**config.mk**
```make
export PLATFORM = sky130hd
export DESIGN_NAME = reg_rename_file
export DESIGN_NICKNAME = d
export VERILOG_FILES = /design/src/rtl/reg_rename_file_pkg.sv /design/src/rtl/reg_rename_file_read_port.sv /design/src/rtl/reg_rename_file.sv
export SDC_FILE = /design/constraint.sdc
export NUM_CORES = 2
export LEC_CHECK = 0
export BUFFER_PORTS_ARGS = -buffer_cell sky130_fd_sc_hd__buf_2
export CAP_MARGIN = 0
export CORE_ASPECT_RATIO = 0.9
export CORE_MARGIN = 2
export CORE_UTILIZATION = 60
export CTS_CLUSTER_SIZE = 28
export DETAILED_ROUTE_END_ITERATION = 8
export PLACE_DENSITY_LB_ADDON = 0.2
export SETUP_SLACK_MARGIN = 0.02
export SLEW_MARGIN = 10
export SYNTH_ARGS = -nofsm -noshare
export SYNTH_HDL_FRONTEND = slang
export SYNTH_SLANG_ARGS = --single-unit
```
**constraint.sdc**
```tcl
create_clock -name clk_in -period 19 [get_ports clk_in]
set_input_delay 5.7 -clock clk_in [delete_from_list [all_inputs] [get_ports clk_in]]
set_output_delay 5.7 -clock clk_in [all_outputs]
set_load 0.03 [all_outputs]
```
**src/rtl/reg_rename_file_pkg.sv**
```systemverilog
// rtl/reg_rename_file_pkg.sv - shared widths for the rename register file
package reg_rename_file_pkg;
    localparam int XLEN     = 32;
    localparam int REG_NUM  = 32;
    localparam int TAG_W    = 4;
    localparam int ROB_SIZE = 2 ** TAG_W;
    localparam int RD_W     = $clog2(REG_NUM);
endpackage

```
**src/rtl/reg_rename_file_read_port.sv**
```systemverilog
// rtl/reg_rename_file_read_port.sv - one operand read: x0, pending tag or CDB bypass
module reg_rename_file_read_port
    import reg_rename_file_pkg::*;
(
    input  logic [RD_W-1:0]  i_idx,
    input  logic [XLEN-1:0]  i_reg_val,
    input  logic             i_busy,
    input  logic [TAG_W-1:0] i_tag,
    input  logic             i_cdb_active,
    input  logic [TAG_W-1:0] i_cdb_tag,
    input  logic [XLEN-1:0]  i_cdb_val,
    output logic [XLEN-1:0]  o_val,
    output logic [TAG_W-1:0] o_tag,
    output logic             o_busy
);
    always_comb begin
        o_val  = i_reg_val;
        o_tag  = i_tag;
        o_busy = 1'b0;
        if (i_idx == '0) begin
            o_val = '0;
        end else if (i_busy) begin
            // The producer retiring right now supplies the value directly
            if (i_cdb_active && (i_tag == i_cdb_tag)) begin
                o_val = i_cdb_val;
            end else begin
                o_busy = 1'b1;
            end
        end
    end
endmodule

```
**src/rtl/reg_rename_file.sv**
```systemverilog
// rtl/reg_rename_file.sv - architectural register file with rename tags, retiring from the ROB head
module reg_rename_file
    import reg_rename_file_pkg::*;
(
    input  logic             clk_in,
    input  logic             rst_in,
    input  logic             rdy_in,
    input  logic             rename_valid,
    input  logic [RD_W-1:0]  rename_rd,
    input  logic [TAG_W-1:0] rename_tag,
    input  logic [RD_W-1:0]  rs1_idx,
    input  logic [RD_W-1:0]  rs2_idx,
    output logic [XLEN-1:0]  rs1_val,
    output logic [TAG_W-1:0] rs1_tag,
    output logic             rs1_busy,
    output logic [XLEN-1:0]  rs2_val,
    output logic [TAG_W-1:0] rs2_tag,
    output logic             rs2_busy,
    input  logic [TAG_W-1:0] cdb_tag,
    input  logic [XLEN-1:0]  cdb_val,
    input  logic             cdb_active,
    input  logic             predict_fail,
    output logic             commit_pop
);
    logic [XLEN-1:0]  r_regs   [REG_NUM];
    logic [REG_NUM-1:0] r_busy;
    logic [TAG_W-1:0] r_tag    [REG_NUM];
    logic [RD_W-1:0]  r_tag_rd [ROB_SIZE];

    logic             w_commit;
    logic             w_rename;
    logic [RD_W-1:0]  w_commit_rd;

    assign w_commit    = cdb_active & rdy_in;
    assign w_rename    = rename_valid & rdy_in & ~predict_fail;
    assign w_commit_rd = r_tag_rd[cdb_tag];
    assign commit_pop  = w_commit;

    // Later assignments override: rename beats commit on busy, flush beats both
    always_ff @(posedge clk_in) begin
        if (rst_in) begin
            for (int i = 0; i < REG_NUM; i++) begin
                r_regs[i] <= '0;
                r_tag[i]  <= '0;
            end
            for (int t = 0; t < ROB_SIZE; t++) begin
                r_tag_rd[t] <= '0;
            end
            r_busy <= '0;
        end else if (rdy_in) begin
            if (w_commit && (w_commit_rd != '0)) begin
                r_regs[w_commit_rd] <= cdb_val;
                if (r_tag[w_commit_rd] == cdb_tag) begin
                    r_busy[w_commit_rd] <= 1'b0;
                end
            end
            if (w_rename) begin
                if (rename_rd != '0) begin
                    r_busy[rename_rd] <= 1'b1;
                    r_tag[rename_rd]  <= rename_tag;
                end
                r_tag_rd[rename_tag] <= rename_rd;
            end
            if (predict_fail) begin
                r_busy <= '0;
            end
        end
    end

    reg_rename_file_read_port u_rs1 (
        .i_idx        (rs1_idx),
        .i_reg_val    (r_regs[rs1_idx]),
        .i_busy       (r_busy[rs1_idx]),
        .i_tag        (r_tag[rs1_idx]),
        .i_cdb_active (cdb_active),
        .i_cdb_tag    (cdb_tag),
        .i_cdb_val    (cdb_val),
        .o_val        (rs1_val),
        .o_tag        (rs1_tag),
        .o_busy       (rs1_busy)
    );

    reg_rename_file_read_port u_rs2 (
        .i_idx        (rs2_idx),
        .i_reg_val    (r_regs[rs2_idx]),
        .i_busy       (r_busy[rs2_idx]),
        .i_tag        (r_tag[rs2_idx]),
        .i_cdb_active (cdb_active),
        .i_cdb_tag    (cdb_tag),
        .i_cdb_val    (cdb_val),
        .o_val        (rs2_val),
        .o_tag        (rs2_tag),
        .o_busy       (rs2_busy)
    );
endmodule

```
==> impl_metrics.env <==
export IMPL_status="finished, final reports clean"
export IMPL_finalSetupViolations=0
export IMPL_worst_ir_drop_vdd_v=0.0000777
export IMPL_wl_um=234000
export IMPL_powerDensity_nw_per_um2=87.8
export IMPL_clock_latency_ps=790
export IMPL_synth_adder_area_share_pct=0
export IMPL_yosys_top_cells_area="edfxtp_1 (53%), mux4_2 (21%), and2_1 (11%)"
export IMPL_fin_crit_ps=16380
export IMPL_relSlewSlack_pct=20.2
export IMPL_tns_ps=0
export IMPL_min_path_cells=2
export IMPL_cellLeakagePower_nw=27.5
export IMPL_dieHeight_um=327
export IMPL_clk_pin_slew_worst_paths_ps=60
export IMPL_synth_largest_area_cell="edfxtp_1"
export IMPL_synthSimpleGateAreaFrac_pct=13.7
export IMPL_power_frac_comb_pct=13.1
export IMPL_die_w_um=363
export IMPL_cp_arrival_ps=10680
export IMPL_drt_pass1_iter_count=6
export IMPL_root_buffer="clkbuf_16"
export IMPL_clock_skew_ps=37.3
export IMPL_synth_compound_area_share_pct=3.99
export IMPL_synth_edf_count=1232
export IMPL_placedCellCount=5994
export IMPL_grt_setup_unrepaired="false"
export IMPL_grt_usage_pct=39.9
export IMPL_netlist_area_um2=69400
export IMPL_postLayoutCoreUtil_pct=66.1
export IMPL_synth_xor_area_share_pct=0.114
export IMPL_fin_crit_sh_pct=86.2
export IMPL_p_sw_mw=1.77
export IMPL_portBuffers=135
export IMPL_post_cts_buffers=0
export IMPL_core_area_um2=115000
export IMPL_row_count=118
export IMPL_synth_most_common_cell="edfxtp_1"
export IMPL_cts_sinks=1264
export IMPL_ctsResizeCount=0
export IMPL_yosys_warnings=0
export IMPL_grt_overflow=0
export IMPL_synth_top_family_by_area="multiplexers"
export IMPL_dpl_hpwl_um=135000
export IMPL_synth_avg_cell_area_um2=14.8
export IMPL_startpoint_type="primary input"
export IMPL_internal_power_mw=4.90
export IMPL_nNetsFinal=4693
export IMPL_max_freq_mhz=61.0
export IMPL_drv_cap=0
export IMPL_finalHoldViolations=0
export IMPL_path_class="primary input to output port"
export IMPL_wl_per_cell_um=37.5
export IMPL_p_seq_share_pct=48.2
export IMPL_ys_seq_area_share_pct=54.2
export IMPL_cp_max_fo=63
export IMPL_clockBufferDepth=3
export IMPL_cts_made_buffers=136
export IMPL_drtIter0Drc=8485
export IMPL_instances_no_fill=6251
export IMPL_clkPwrFrac_pct=38.6
export IMPL_ys_ff_latch=1264
export IMPL_async_reset_ff_share_pct=0
export IMPL_muxShareOfSynthArea_pct=25.1
export IMPL_cts_tree="built"
export IMPL_worst_pin_slew_ps=1190
export IMPL_worstPathRequired_ps=13300
export IMPL_drive_gt1_share_pct=25.7
export IMPL_grt_pass1_wl_um=330000
export IMPL_die_area_um2=118000
export IMPL_switching_share_pct=26.5
export IMPL_pin_count=136
export IMPL_antenna_found_initial=25
export IMPL_hold_buffers=0
export IMPL_synth_main_ff_cell="edfxtp_1"
export IMPL_synth_common_cells="edfxtp_1 (1,232), and2_1 (1,184), mux4_2 (653)"
export IMPL_cp_end_kind="output port"
export IMPL_ys_types=65
export IMPL_grt_max_degree=135
export IMPL_fillCellCount=7953
export IMPL_vias_per_cell=7.40
export IMPL_hold_ws_ps=492
export IMPL_reg2reg_depth=7
export IMPL_antenna_left=0
export IMPL_slew_viol_final=0
export IMPL_worstHoldPathType="flop to flop"
export IMPL_synth_top_cell_area_share_pct=53.3
export IMPL_gp_congestion=1.00
export IMPL_total_power_mw=6.67
export IMPL_syn_inst=4704
export IMPL_vias=46300
export IMPL_grt_pass1_vias=44800
export IMPL_syn_to_final_growth_pct=9.38
export IMPL_drc_errors=0
export IMPL_htree_num_levels=4
export IMPL_initial_core_util_pct=60.4
## registers in the layout, summed over array words and instances (netlist names)
| signal | cells |
|---|---|
| r_regs | 1024 |
| r_tag_rd | 80 |
| r_busy | 32 |
| r_tag | 128 |
## through the flow
stage          worst slack, ps  cell area [µm²]
3_5_place_dp              2670            71700
6_report                  2620            75900
2_1_floorplan             3740            69600
3_3_place_gp              2700            71700
5_1_grt                   2380            75900
4_1_cts                   2650            75900
## worst paths after layout
path                  startpoint             end  slack, ps
setup / recovery      rs1_idx[0]     rs1_val[28]       2620
hold / removal         r_busy[7]       r_busy[7]        490
setup reg to reg  r_tag_rd[1][4]  r_regs[28][15]      13680
hold reg to reg        r_busy[7]       r_busy[7]        490
## critical path: stages
cell and delay, ps:
buf_8 530, buf_4 890, mux2i_1 290, o22ai_1 120
a211oi_1 200, a21oi_1 120, xnor2_1 150, nor3_1 180
nand3_2 580, nor2_4 480, buf_4 560, mux2i_1 490
nor2_1 60, buf_2 200
## metal layers
| metal | GRT usage, % | vias to the layer above | share of wire [%] | wire length [µm] |
|---|---|---|---|---|
| li1 | - | 18100 | - | - |
| met1 | 54.8 | 23400 | 35 | 82100 |
| met2 | 57.1 | 4041 | 44 | 102000 |
| met3 | 15.5 | 751 | 16 | 38300 |
| met4 | 17.3 | 16 | 4.9 | 11500 |
| met5 | 1.04 | - | 0.079 | 186 |
## power groups by stage
stage / sequential [mW] / combinational [mW] / clock [mW]
final: 3.22 / 0.874 / 2.58
after global routing: 3.22 / 0.894 / 2.69
after CTS: 3.21 / 0.847 / 2.58
after detailed placement: 3.27 / 0.845 / 0
after global placement: 3.26 / 0.840 / 0
after floorplan: 3.24 / 0.552 / 0
## kinds of logic (layout without fill, tap and decap cells)
group                  Yosys count  after routing
AO/OA/AOI/OAI                  385            385
XOR/XNOR                         9              9
buffers and inverters          512            509
flip-flops                    1264           1264
multiplexers                   920            920
other                            1             51
AND/OR/NAND/NOR               1613           1613
## layout by cell type (no fill, tap or decap), drive strengths merged, types with 36 or more instances in the layout
| master | count |
|---|---|
| a211oi | 53 |
| a21oi | 45 |
| a22oi | 42 |
| and2 | 1184 |
| buf | 253 |
| clkbuf | 159 |
| clkinv | 62 |
| conb | 36 |
| edfxtp | 1232 |
| mux2i | 252 |
| mux4 | 653 |
| nand2 | 78 |
| nor2 | 118 |
| nor3 | 81 |
| o21ai | 56 |
## cell type report
class | count | area [µm²] | area share [%]
multi-input cells | 2963 | 30500 | 40.1
inverters | 14 | 52.6 | 0.0692
flip-flops and latches | 1264 | 37600 | 49.6
well taps | 1500 | 1880 | 2.47
clock buffers | 159 | 3490 | 4.60
diodes | 15 | 37.5 | 0.0494
repair buffers | 253 | 1640 | 2.16
clock inverters | 83 | 733 | 0.966
(Power assumes the default switching activity.)
